===== src/rtl/convolve_seq.sv =====
// convolve_seq: sequential 3x3 convolution. One window is accepted in IDLE,
// nine taps are multiply-accumulated one per cycle through a single shared
// multiplier in MAC, and the 12.4 result is held in DONE until the sink
// takes it. Coefficients are signed 4.4 and programmable only while idle.
module convolve_seq #(
  parameter int unsigned SAT_EN = 1,
  parameter int unsigned ACC_W  = 20
) (
  input  logic        clk,
  input  logic        reset_n,
  input  logic        in_valid,
  output logic        in_ready,
  input  logic [71:0] in_window,
  input  logic        coef_we,
  input  logic [3:0]  coef_addr,
  input  logic [7:0]  coef_data,
  output logic        out_valid,
  input  logic        out_ready,
  output logic [15:0] out_data,
  output logic        out_sat,
  output logic        busy
);

  typedef enum logic [1:0] {
    IDLE = 2'd0,
    MAC  = 2'd1,
    DONE = 2'd2
  } state_e;

  // Identity kernel: only the centre tap (tap 4) is 1.0 in 4.4 format.
  localparam logic [71:0] COEF_IDENT = {32'h0000_0000, 8'h10, 32'h0000_0000};

  // Reduce an accumulator value to 16 bits; returns {sat_flag, data}.
  // The value fits in 16 bits iff bits [ACC_W-1:15] are all equal.
  function automatic logic [16:0] reduce16(input logic [ACC_W-1:0] sum,
                                           input logic             sat_en);
    logic over_hi;
    logic over_lo;
    over_hi = ~sum[ACC_W-1] & (|sum[ACC_W-2:15]);
    over_lo =  sum[ACC_W-1] & ~(&sum[ACC_W-2:15]);
    if (sat_en) begin
      if (over_hi) begin
        reduce16 = {1'b1, 16'h7FFF};
      end else if (over_lo) begin
        reduce16 = {1'b1, 16'h8000};
      end else begin
        reduce16 = {1'b0, sum[15:0]};
      end
    end else begin
      reduce16 = {over_hi | over_lo, sum[15:0]};
    end
  endfunction

  state_e            state_q;
  logic [3:0]        tap_q;
  logic [ACC_W-1:0]  acc_q;
  logic [ACC_W-1:0]  acc_d;
  logic [71:0]       win_q;
  logic [71:0]       coef_q;   // programmable coefficient bank
  logic [71:0]       snap_q;   // bank copy frozen at accept for the running window
  logic              out_valid_q;
  logic [15:0]       out_data_q;
  logic              out_sat_q;

  logic [6:0]        tap_ofs_s;
  logic [7:0]        pix_s;
  logic [7:0]        coef_s;
  logic [16:0]       prod_s;
  logic [16:0]       result_s;
  logic              coef_wr_s;

  assign in_ready  = (state_q == IDLE);
  assign busy      = (state_q != IDLE);
  assign out_valid = out_valid_q;
  assign out_data  = out_data_q;
  assign out_sat   = out_sat_q;

  // Shared multiplier and accumulator next value for the current tap.
  always_comb begin
    tap_ofs_s = {tap_q[3:0], 3'b000};
    pix_s     = win_q[tap_ofs_s +: 8];
    coef_s    = snap_q[tap_ofs_s +: 8];
    // Unsigned pixel zero-extended times signed coefficient; |product| < 2^16.
    prod_s    = $signed({9'b0_0000_0000, pix_s}) * $signed({{9{coef_s[7]}}, coef_s});
    acc_d     = acc_q + {{(ACC_W-17){prod_s[16]}}, prod_s};
    result_s  = reduce16(acc_d, (SAT_EN != 32'd0));
    coef_wr_s = coef_we && (state_q == IDLE) && (coef_addr <= 4'd8);
  end

  // Control FSM, datapath registers and coefficient bank.
  always_ff @(posedge clk or negedge reset_n) begin
    if (!reset_n) begin
      state_q     <= IDLE;
      tap_q       <= 4'd0;
      acc_q       <= '0;
      win_q       <= 72'd0;
      coef_q      <= COEF_IDENT;
      snap_q      <= COEF_IDENT;
      out_valid_q <= 1'b0;
      out_data_q  <= 16'h0000;
      out_sat_q   <= 1'b0;
    end else begin
      // The snapshot below uses the pre-write bank, so a same-edge write
      // lands for the next window only.
      if (coef_wr_s) begin
        coef_q[{coef_addr, 3'b000} +: 8] <= coef_data;
      end else begin
        coef_q <= coef_q;
      end

      case (state_q)
        IDLE: begin
          out_valid_q <= 1'b0;
          if (in_valid) begin
            win_q   <= in_window;
            snap_q  <= coef_q;
            acc_q   <= '0;
            tap_q   <= 4'd0;
            state_q <= MAC;
          end else begin
            state_q <= IDLE;
          end
        end
        MAC: begin
          acc_q <= acc_d;
          if (tap_q == 4'd8) begin
            tap_q       <= 4'd0;
            out_valid_q <= 1'b1;
            out_data_q  <= result_s[15:0];
            out_sat_q   <= result_s[16];
            state_q     <= DONE;
          end else begin
            tap_q   <= tap_q + 4'd1;
            state_q <= MAC;
          end
        end
        DONE: begin
          if (out_ready) begin
            out_valid_q <= 1'b0;
            state_q     <= IDLE;
          end else begin
            out_valid_q <= 1'b1;
            state_q     <= DONE;
          end
        end
        default: begin
          out_valid_q <= 1'b0;
          tap_q       <= 4'd0;
          state_q     <= IDLE;
        end
      endcase
    end
  end

endmodule


===== config.mk =====
export PLATFORM = sky130hd
export DESIGN_NAME = convolve_seq
export DESIGN_NICKNAME = d
export VERILOG_FILES = /design/src/rtl/convolve_seq.sv
export SDC_FILE = /design/constraint.sdc
export NUM_CORES = 1
export LEC_CHECK = 0
export BUFFER_PORTS_ARGS = -buffer_cell sky130_fd_sc_hd__clkbuf_2
export CAP_MARGIN = 5
export CORE_ASPECT_RATIO = 1.4
export CORE_MARGIN = 5
export CORE_UTILIZATION = 55
export CTS_CLUSTER_DIAMETER = 60
export CTS_CLUSTER_SIZE = 24
export DETAILED_ROUTE_END_ITERATION = 8
export HOLD_SLACK_MARGIN = 0.15
export PLACE_DENSITY = 0.76
export SYNTH_ARGS = -nofsm -noshare
export SYNTH_HDL_FRONTEND = slang
export SYNTH_SLANG_ARGS = --single-unit

===== constraint.sdc =====
create_clock -name clk -period 9.91 [get_ports clk]
set_clock_uncertainty 0.05 [all_clocks]
set_input_delay 0.991 -clock clk [delete_from_list [all_inputs] [get_ports clk]]
set_output_delay 0.991 -clock clk [all_outputs]
set_load 0.1 [all_outputs]

## Word level (Yosys, flattened, before mapping)

Index checks and enable logic that the tools add are counted.

| word-level totals | value |
|---|---|
| register bits | 260 |
| input bits | 89 |
| output and inout port bits | 20 |
| word-level logic and storage cells | 54 |

| operators by class | value |
|---|---|
| add/sub/neg operators | 3 |
| $mul | 1 |
| $lt $le $gt $ge | 1 |
| equal/unequal tests | 5 |
| shift operators | 4 |
| multiplexer cells | 15 |
| bitwise logic cells | 5 |
| reductions and logical operators | 11 |

Operators with widths:

| kind | count |
|---|---|
| indexed part select 72 x 8 -> 8 bit | 2 |
| bitwise mux 72 bit | 1 |
| variable shift 8 x 9 -> 72 bit (first input constant) | 1 |
| indexed part select 8 x 9 -> 72 bit | 1 |
| case mux 20 bit (2 select lines) | 1 |
| two-way mux 17 bit | 2 |
| adder 20 bit | 1 |
| two-way mux 20 bit | 1 |
| multiplier 9 x 8 -> 17 bit | 1 |
| case mux 4 bit (3 select lines) | 1 |
| negator 7 -> 9 bit | 1 |
| two-way mux 4 bit | 2 |
| AND reduction 2 bit | 4 |
| case mux 2 bit (3 select lines) | 1 |
| adder 4 x 1 -> 4 bit (second input constant) | 1 |
| equality test 4 bit (second input constant) | 1 |
| <= comparator 4 bit (second input constant) | 1 |
| two-way mux 2 bit | 2 |
| != test 2 bit (second input constant) | 2 |
| AND reduction 4 bit | 1 |
| nonzero test 2 bit | 2 |
| OR reduction 4 bit | 1 |
| two-way mux 1 bit | 3 |
| NOT 1 bit | 3 |
| other kinds (6) | 8 |

## Depth between registers and ports, before layout

Gate-level depths: netlist of the first run.

| depth | value |
|---|---|
| depth in word-level cells | 8 |
| mapped depth | 37 |
| gate-level depth less buffers | 33 |

## Worst setup path after synthesis of the first run

No wires, ideal clock.

| timing | value |
|---|---|
| path type | register -> register |
| from | register tap_q[0] |
| to | register out_data_q[10], in the netlist out_data[10] |
| library setup time | 123 ps |
| arrival | 8,003 ps |
| data required time | 9,737 ps |
| path slack | 1,734 ps |
| cell stages (with the launch flop) | 30 |
| path buffers | 3 |
| period minus slack after synthesis | 8,176 ps |
| path through | dfrtp_1 -> clkbuf_1 -> buf_2 -> mux4_2 -> mux2i_1 -> nor2_1 -> a21oi_1 -> nor2b_1 -> fa_1 -> fa_1 -> fa_1 -> inv_1 -> fa_1 -> inv_1 -> ha_1 -> or4_1 -> o211ai_2 -> or2b_1 -> a21oi_1 -> xnor2_1 -> ha_1 -> a2111o_1 -> a31oi_1 -> a2bb2oi_1 -> and2_2 -> xnor2_1 -> o41a_4 -> nor2_4 -> buf_6 -> a21oi_1 |

| on the way | value |
|---|---|
| longest elaborated chain between the ends | 8 |
| elaborated cells on any way between the ends | 14 |
| those cells by class | 1 x add/sub; 1 x mul; 1 x eq/ne; 2 x shift; 2 x mux; 4 x bitwise; 3 x reduce/logical |

RTL lines:

| element | line | text |
|---|---|---|
| from (decl) | 55 | `logic [3:0] tap_q;` |
| from (signal assigned) | 133 | `tap_q <= tap_q + 4'd1;` |
| indexed part select 72 x 8 -> 8 bit (on tied branches) | 81, 82 |  |
| multiplier 9 x 8 -> 17 bit | 84 | `prod_s = $signed({9'b0_0000_0000, pix_s}) * $signed({{9{coef_s[7]}}, coef_s});` |
| adder 20 bit | 85 | `acc_d = acc_q + {{(ACC_W-17){prod_s[16]}}, prod_s};` |
| AND reduction 4 bit | 40 | `over_lo = sum[ACC_W-1] & ~(&sum[ACC_W-2:15]);` |
| NOT 1 bit | 40 |  |
| AND 1 bit | 40 |  |
| two-way mux 17 bit | 44 | `end else if (over_lo) begin` |
| two-way mux 17 bit | 42 | `if (over_hi) begin` |
| to (signal assigned) | 129 | `out_data_q <= result_s[15:0];` |
| to (decl) | 62 | `logic [15:0] out_data_q;` |

Several ways; a longest one is shown, not always the timed one.
A chain may end at the register's enable or synchronous reset.

## Worst setup path in the final report of the first run

| timing | value |
|---|---|
| from | register tap_q[0] |
| to | register out_data_q[12], in the netlist out_data[12] |

The elaborated chain is that of the path after synthesis.

==> metrics.txt, run 1 <==
unrepaired setup endpoints after global routing=no; GR Layer Usage met3=0.0232; clock-pin slew on the worst setup and hold paths=90 ps; clock power share=0.117; Worst Tran Pin Value=1130 ps; Core Region=0.0259 mm^2; syn nets=1,422; synthesized area=0.0143 mm^2; Core Util, Final=0.606; GR Util met1=0.263; clock buffer depth=3; internal power=3.16 mW; Root Driver=clkbuf_16; crit path capture type=flip-flop; global-route wire length before repair=51.6 mm; WP data arrival=9390 ps; CP most frequent cell=fa_1; type of origin of the critical path=flip-flop; status=completed; die height=201 um; slowest cell on the critical path=dfrtp_2; Routability Congestion=0.862; pin count of the biggest net entering global routing=170; die width=146 um; crit path max fanout=23; Inserted Clock Buffers=16; Synth Flop Type=dfrtp_1; initial drt markers=466; I/O pin count=109; YS warnings=0; period utilization=0.914; CTS H-tree depth=1; Pre-antenna DRT Iters=5; Worst Path Buf+Inv=3; # port buffers=108; DR DRC count=0; number of distinct library cells after synthesis=69; fraction of layout cells with a size suffix above 1=0.290; Switching Fraction=0.457; postcts setup bufs=0; multiplexer share of the synthesized area=0.205; Post-synth EDFFs=0; worst-skew pair later-pin latency=510 ps; GR Util All Layers=0.214; vias in the first global route=9,975; # resized after CTS=0; Post-Syn Instances=1,222; Cell Count Post-Placement=1,614; largest family of logic cells by synthesized area=multiplexers; area of the multi-input gates=0.00733 mm^2; kind of critical path=flip-flop to flip-flop; Post-Route WL=31.1 mm; FF+latch count, synth=260; number of core rows=70; die area=0.0295 mm^2; Switching Power=2.66 mW; Hold Fails Final Rpt=0; Comb power frac=0.595; grt met2 use=0.392; simple-gate portion of the synthesized area=0.0896; TritonCTS clock tree=done; Nets=1,508; largest vdd supply drop=0.000219 V; GRT Max-Usage Layer=met2; fin cells=1,639; starting density of the core=0.553; DR WL/cell=19.0 um; max_cap viols=0; fmax=0.110 GHz; final setup violating endpoints=0; Clock Sinks=260; register area share after synthesis=0.454; antenna viol nets, final=0; critical path's top delay family=adder cells; detailed placer's ending HPWL=22.9 mm; crit path time final=9060 ps; Data required, critical path=10,240 ps; register area=0.00651 mm^2; post-synthesis xor/xnor area fraction=0.0158; PwrDens=370 mW/mm^2; delay of the slowest critical-path stage=710 ps; total grt overflow=0; Vias per Instance=5.78; Seq pwr share=0.288; Lkg Pwr=7.65 nW; worst hold path type=flip-flop to flip-flop; setup_tns=0 ps; post-cts hold buffer count=0; FFs w/ async S/R, synth=1.00; P&R area growth vs syn=9.47%; area share of fa/ha/maj cells after synthesis=0.117; via count=9,468; initial antenna violation count=1; fraction of the mapped netlist area in compound gates=0.0827; Filler Cell Count=2,075; fin. max-slew vios=0; Mapped Avg Cell Area=11.7 um^2; worst slew margin relative to its limit=0.245
## cells in the mapped netlist (all sizes together), types with 25 or more instances
library cell	number	share of area
fa	38	0.053
ha	73	0.064
mux4	32	0.050
o21ai	62	0.022
a21oi	52	0.020
mux2	175	0.14
clkbuf	38	0.0099
dfrtp	258	0.45
mux2i	25	0.017
nor2	101	0.027
nand2	87	0.023
inv	86	0.023
## routing by layer
metal	share of wire	up-vias	wire length, um
met1	0.40	4773	12300
met2	0.54	201	16600
met5	0	-	0
li1	-	4436	-
met3	0.035	58	1080
met4	0.034	0	1060
## worst reg2reg max path, cell delays in order (launching register included)
cell and delay, ps:
dfrtp_2 710, buf_12 300, mux4_2 530, mux2i_1 200, nor2_1 60, a21oi_1 590, nor2b_1 280, fa_1 480
fa_1 540, fa_1 550, inv_1 50, fa_1 530, inv_1 50, ha_1 250, or4_1 570, o211ai_2 210
or2b_1 250, a21oi_1 170, xnor2_1 170, ha_1 310, a2111o_1 420, a31oi_1 160, a2bb2oi_1 220, and2_2 200
xnor2_1 110, o41a_4 560, nor2_4 290, a21oi_1 140
## through the flow
stage,total power [mW],cell area (um^2),hold slack [ps],worst slack [ps]
final,5.82,15700,432,850
after global routing,6.28,15700,457,234
after CTS,5.85,15700,438,870
after detailed placement,5.15,15200,417,887
after global placement,5.05,15200,409,1080
after floorplan,4.36,14300,395,1730
## state kept, by name (all words and copies together) (netlist names)
signal     cells
win_q         72
snap_q        72
out_data      16
acc_q         20
coef_q        72
out_valid      1
state_q        2
tap_q          4
out_sat        1
## cells by family (layout without fill, tap and decap cells)
family	after synthesis	count (layout)
muxes	232	232
AOI/OAI and AO/OA	180	180
DFF	260	260
adders and majority gates	111	111
and+or+nand+nor	280	280
other	0	1
buffers and inverters	134	226
xor gates and xnor gates	25	25
## cell type report
class | count | share of cell area
Sequential cell | 260 | 0.415
Clock buffer | 18 | 0.0260
Multi-Input combinational cell | 828 | 0.467
Inverter | 86 | 0.0206
Clock inverter | 6 | 0.00502
Timing Repair Buffer | 116 | 0.0413
Antenna cell | 1 | 0.000159
Tap cell | 324 | 0.0258
## cell usage in the layout (no fill, tap or decap), types with 3 or more instances in the layout
cell type and n:
buf_12 3, a21oi_2 6, a22o_1 17, or3_1 3
xor2_1 6, a31oi_1 4, nand3_1 17, fa_1 38
clkinv_8 3, nor2_1 99, nor3_1 6, dfrtp_1 257
inv_1 86, and3_1 5, ha_1 73, a211oi_1 4
clkbuf_16 16, mux2_2 175, nor2b_1 17, mux4_2 32
o21ai_0 60, o21a_1 5, buf_4 5, nand3b_1 5
nand2_1 86, mux2i_1 25, xnor2_1 18, o2111ai_1 3
a21o_1 6, clkbuf_2 107, nor4_1 3, nand2b_1 11
a21oi_1 46, or2_2 12, and2_1 4
## final timing paths
| path | start | to | slack (ps) | cells after the start |
|---|---|---|---|---|
| setup / recovery | tap_q[0] | out_data[12] | 850 | 27 |
| hold / removal | coef_q[13] | coef_q[13] | 430 | 2 |
| setup reg to reg | tap_q[0] | out_data[12] | 850 | 27 |
| hold reg to reg | coef_q[13] | coef_q[13] | 430 | 2 |
| max in group asynchronous | reset_n | snap_q[29] | 8010 | 2 |
| min in group asynchronous | reset_n | out_data[2] | 440 | 1 |
## power by group through the flow
| stage | clock network, mW | logic, mW | registers (mW) |
|---|---|---|---|
| 6_report | 0.680 | 3.46 | 1.67 |
| 5_1_grt | 0.741 | 3.81 | 1.72 |
| 4_1_cts | 0.696 | 3.48 | 1.68 |
| 3_5_place_dp | 0 | 3.45 | 1.70 |
| 3_3_place_gp | 0 | 3.37 | 1.68 |
| 2_1_floorplan | 0 | 2.54 | 1.82 |
(Power assumes the default switching activity.)
==> inputs of run 2 (changes only) <==
--- a/config.mk
+++ b/config.mk
@@ -13,6 +13,7 @@
 export CTS_CLUSTER_DIAMETER = 60
 export CTS_CLUSTER_SIZE = 24
 export DETAILED_ROUTE_END_ITERATION = 8
+export GPL_TIMING_DRIVEN = 0
 export HOLD_SLACK_MARGIN = 0.15
 export PLACE_DENSITY = 0.76
 export SYNTH_ARGS = -nofsm -noshare
==> run 2 against run 1 <==
  * Utilization up 1.2 points
  * First-iteration DRC count increased by 7.1%
  * Critical path depth grew 7
==> metrics.txt, run 2 (synthesized netlist as in run 1, its figures left out) <==
Post-Route WL=32.9 mm (+5.9%); Root Driver=clkbuf_16; crit path capture type=flip-flop; final setup violating endpoints=0 (unchanged); crit path time final=9290 ps (+234 ps); worst hold path type=input port to asynchronous set/reset pin; DR WL/cell=19.5 um (+2.7%); number of core rows=70 (unchanged); vias in the first global route=10,600 (+6.7%); type of origin of the critical path=flip-flop; total grt overflow=0 (unchanged); Core Region=0.0259 mm^2 (unchanged); Vias per Instance=5.77 (-0.20%); Worst Tran Pin Value=1250 ps (+121 ps); most common cell after layout, fill and taps aside=dfrtp_1; Overall Power=5.99 mW (+2.9%); Routability Congestion=0.881 (+2.2%); antenna viol nets, final=0 (unchanged); Filler Cell Count=2,037 (-1.8%); initial drt markers=499 (+7.1%); via count=9,743 (+2.9%); worst-skew pair later-pin latency=510 ps (about the same); # resized after CTS=0 (unchanged); fmax=0.108 GHz (-2.5%); GR Util All Layers=0.229 (+0.0145); unrepaired setup endpoints after global routing=no; slowest cell on the critical path=mux4_2; clock buffer depth=3 (unchanged); die area=0.0295 mm^2 (unchanged); I/O pin count=109 (unchanged); clock-pin slew on the worst setup and hold paths=90 ps (about the same); CTS H-tree depth=1 (unchanged); Lkg Pwr=7.79 nW (+1.8%); WP data arrival=9680 ps (+290 ps); TritonCTS clock tree=done; commonest cells after routing, fill and taps aside=258 x dfrtp_1, 175 x mux2_2, 111 x clkbuf_2, 99 x nor2_1, 87 x nand2_1; setup_tns=0 ps (unchanged); DR DRC count=0 (unchanged); Pre-antenna DRT Iters=4 (-1); # port buffers=107 (-0.93%); PwrDens=374 mW/mm^2 (+0.92%); Data required, critical path=10,290 ps (+50 ps); fraction of layout cells with a size suffix above 1=0.291 (+0.00131); global-route wire length before repair=54.5 mm (+5.7%); period utilization=0.938 (+0.0236); post-cts hold buffer count=0 (unchanged); largest vdd supply drop=0.000210 V (-4.3%); postcts setup bufs=0 (unchanged); die height=201 um (unchanged); fin. max-slew vios=0 (unchanged); status=completed; delay of the slowest critical-path stage=590 ps (-120 ps); fin cells=1,690 (+3.1%); pin count of the biggest net entering global routing=118 (-31%); Hold Fails Final Rpt=0 (unchanged); biggest regs=coef_q x72, snap_q x72, win_q x72; Inserted Clock Buffers=18 (+2); max_cap viols=0 (unchanged); R2R depth=34 (+26%); kind of critical path=flip-flop to flip-flop; Cell Count Post-Placement=1,655 (+2.5%); Nets=1,551 (+2.9%); die width=146 um (unchanged); initial antenna violation count=3 (+2); Clock Sinks=260 (unchanged); starting density of the core=0.553 (unchanged); detailed placer's ending HPWL=25.0 mm (+9.1%); worst slew margin relative to its limit=0.157 (-0.0878); crit path max fanout=10 (-57%); P&R area growth vs syn=11.6%
[run 2: worst paths after layout]
path | to | from | slack (ps)
worst max-delay path | out_data[12] | tap_q[0] | 620
worst min-delay path | state_q[1] | reset_n | 350
worst max register to register | out_data[12] | tap_q[0] | 620
worst min register to register | snap_q[44] | snap_q[44] | 440
max in group asynchronous | snap_q[12] | reset_n | 8080
min in group clk | snap_q[44] | snap_q[44] | 440
[run 2: area by class of cell]
type                    count  area [um^2]  area share
clock buffers              22          507      0.0316
multi-input cells         828         7330       0.458
inverters                  86          323      0.0202
well taps                 324          405      0.0253
flip-flops and latches    260         6510       0.406
plain buffers              48          214      0.0134
diodes                      3         7.51    0.000469
repair buffers            109          599      0.0374
clock inverters            10          120     0.00750
[run 2: report_power, final]
part	switching, mW	internal (mW)
Clock	0.414	0.390
Combinational	2.12	1.42
Sequential	0.196	1.44
Total	2.73	3.26
[run 2: worst max-delay path, delay by kind of cell, from the launching register on]
family          cells  cell delay [ps]
compound gates      8             2110
buf+inv             7             1190
flops               1              370
mux                 2              800
fa+ha+maj           6             2780
xor+xnor            2              470
simple gates        9             1410
[run 2: metrics by stage]
step / worst slack (ps) / instance area, um^2 / utilization / hold WS, ps
after CTS: 121 / 16000 / 0.616 / 338
after floorplan: 1730 / 14300 / - / 395
after global placement: 353 / 15300 / 0.590 / 409
after global routing: 6.62 / 16000 / 0.618 / 351
after detailed placement: 182 / 15400 / 0.592 / 421
final: 616 / 16000 / 0.618 / 346
[run 2: per-layer routing]
metal  routed length, um  GRT usage
met2               17700      0.421
met5                   0          0
met1               12700      0.273
met3                1360     0.0275
met4                1180     0.0891
==> inputs of run 3 (changes only) <==
--- a/config.mk
+++ b/config.mk
@@ -8,7 +8,6 @@
 export BUFFER_PORTS_ARGS = -buffer_cell sky130_fd_sc_hd__clkbuf_2
 export CAP_MARGIN = 5
 export CORE_ASPECT_RATIO = 1.4
-export CORE_MARGIN = 5
 export CORE_UTILIZATION = 55
 export CTS_CLUSTER_DIAMETER = 60
 export CTS_CLUSTER_SIZE = 24
==> run 3 against run 2 <==
  * The run now ends with DRC left
  * Register-to-register slack got worse by 200 ps
  * Non-clock buffer count unchanged
  * Worst hold slack improved by 64 ps
  * Final cell count decreased by 0.47%
  * Die area decreased by 9.2%
  * Via count about the same
  * Sequential cell count unchanged
  * Wire length decreased by 1.9%
  * Total power decreased by 1.1%
  * Setup slack got worse by 200 ps
  * Critical path depth unchanged
  * Fmax decreased by 2.2%
==> metrics.txt, run 3 (synthesized netlist as in run 1, its figures left out) <==
pin count of the biggest net entering global routing=116 (-1.7%); clock-pin slew on the worst setup and hold paths=100 ps (about the same); period utilization=0.958 (+0.0206); max_cap viols=0 (unchanged); WP data arrival=9880 ps (+200 ps); die area=0.0267 mm^2 (-9.2%); Root Driver=clkbuf_16; I/O pin count=109 (unchanged); initial antenna violation count=2 (-1); GR Util All Layers=0.254 (+0.0251); Comb power frac=0.598 (+0.006); global-route wire length before repair=52.9 mm (-2.9%); worst slack at placement=184 ps (+2.31 ps); crit path max fanout=10 (unchanged); worst reg2reg startpoint=tap_q[1]; detailed placer's ending HPWL=24.7 mm (-1.2%); slowest cell on the critical path=clkbuf_1; R2R Path End=out_data[9]; Switching Power=2.71 mW (-0.79%); Core Region=0.0255 mm^2 (-1.8%); kind of critical path=flip-flop to flip-flop; Nets=1,550 (-0.064%); R2R depth=34 (unchanged); Seq pwr share=0.276 (+0.002); Cell Count Post-Placement=1,650 (-0.30%); placed inst area=0.0153 mm^2 (about the same); crit path time final=9500 ps (+204 ps); worst slew margin relative to its limit=0.0962 (-0.0612); antenna viol nets, final=0 (unchanged); postcts setup bufs=0 (unchanged); Clock Sinks=260 (unchanged); largest vdd supply drop=0.000201 V (-4.1%); worst-skew pair later-pin latency=510 ps (about the same); final worst-path setup slack=412 ps (-204 ps); internal power=3.21 mW (-1.3%); Hold Fails Final Rpt=0 (unchanged); Data required, critical path=10,290 ps (about the same); delay of the slowest critical-path stage=580 ps (about the same); biggest regs=coef_q x72, snap_q x72, win_q x72; PwrDens=372 mW/mm^2 (-0.55%); TritonCTS clock tree=done; violated checks=DRC; clock power share=0.126 (-0.008); final instance area=0.0159 mm^2 (-0.51%); most common cell after layout, fill and taps aside=dfrtp_1; Routability Congestion=0.840 (-4.7%); die height=193 um (-4.0%); CTS H-tree depth=1 (unchanged); # port buffers=107 (unchanged); status=complete, but fails checks; fmax=0.105 GHz (-2.2%); worst hold path type=input port to asynchronous set/reset pin; vias in the first global route=10,500 (-1.6%); Inserted Clock Buffers=17 (-1); starting density of the core=0.563 (+0.00992); setup_tns=0 ps (unchanged); initial drt markers=433 (-13%); Post-Route WL=32.3 mm (-1.9%); number of core rows=69 (-1.4%); Switching Fraction=0.457 (+0.00123); register area=0.00651 mm^2 (unchanged); commonest cells after routing, fill and taps aside=258 x dfrtp_1, 175 x mux2_2, 109 x clkbuf_2, 99 x nor2_1, 87 x nand2_1; fin cells=1,682 (-0.47%); DR DRC count=16 (+16); fin. max-slew vios=0 (unchanged); clock buffer depth=3 (unchanged); P&R area growth vs syn=11.0%; crit path capture type=flip-flop; Pre-antenna DRT Iters=6 (+2); final setup violating endpoints=0 (unchanged); Lkg Pwr=7.74 nW (-0.64%); total grt overflow=0 (unchanged); type of origin of the critical path=flip-flop; die width=138 um (-5.5%); Filler Cell Count=1,944 (-4.6%); fraction of layout cells with a size suffix above 1=0.288 (-0.00282); Vias per Instance=5.80 (+0.54%); unrepaired setup endpoints after global routing=no; area of the multi-input gates=0.00734 mm^2 (+0.10%); R2R setup slack=410 ps (-200 ps); DR WL/cell=19.2 um (-1.4%); via count=9,749 (+0.062%); Worst Tran Pin Value=1340 ps (+91.0 ps); Core Util, Final=0.626 (+0.00788)
run 3: how the worst max path moves through the flow:
stage	endpoint	cells past startpoint	startpoint
after detailed placement	out_data[9]	35	tap_q[0]
after floorplan	out_data[10]	29	tap_q[0]
after global placement	out_data[12]	35	tap_q[0]
final	out_data[9]	34	tap_q[1]
after CTS	out_data[9]	35	tap_q[0]
after global routing	out_data[9]	34	tap_q[1]
run 3: per-stage QoR:
step	power [mW]	hold WS, ps
global placement	5.07	410
CTS	5.93	423
global route	6.37	441
finish	5.92	409
floorplan	4.36	395
detailed placement	5.17	421
run 3: critical path, delay by kind of cell (launching register included):
family | cells | cell delay (ps)
DFF | 1 | 360
and+or+nand+nor | 9 | 1450
buffers and inverters | 7 | 1520
muxes | 2 | 720
adders and majority gates | 6 | 2670
AOI/OAI and AO/OA | 8 | 2080
xor gates and xnor gates | 2 | 540
run 3: what timing repair did:
item | in CTS | in global routing
resized for setup | 0 | 14
endpoints found under the setup margin | 0 | 16
hold buffers | 0 | 0
run 3: per-layer routing:
metal  track usage  part of all wire  up-vias
li1              -                 -     4517
met1         0.282              0.38     4936
met2         0.484              0.53      214
met3        0.0259             0.035       82
met4         0.132             0.050        0
met5             0                 0        -
run 3: cell type report:
class	instances	area share
tap	319	0.0251
buffer	48	0.0129
clock inverter	7	0.00565
timing repair buffer	109	0.0376
inverter	86	0.0203
antenna	4	0.000628
sequential	260	0.409
multi-input combinational	828	0.460
clock buffer	21	0.0289
run 3: power by group through the flow:
stage | registers, mW | clock network, mW | logic (mW)
3_3_place_gp | 1.63 | 0 | 3.44
3_5_place_dp | 1.65 | 0 | 3.52
2_1_floorplan | 1.82 | 0 | 2.54
4_1_cts | 1.63 | 0.753 | 3.55
6_report | 1.64 | 0.745 | 3.54
5_1_grt | 1.67 | 0.790 | 3.90
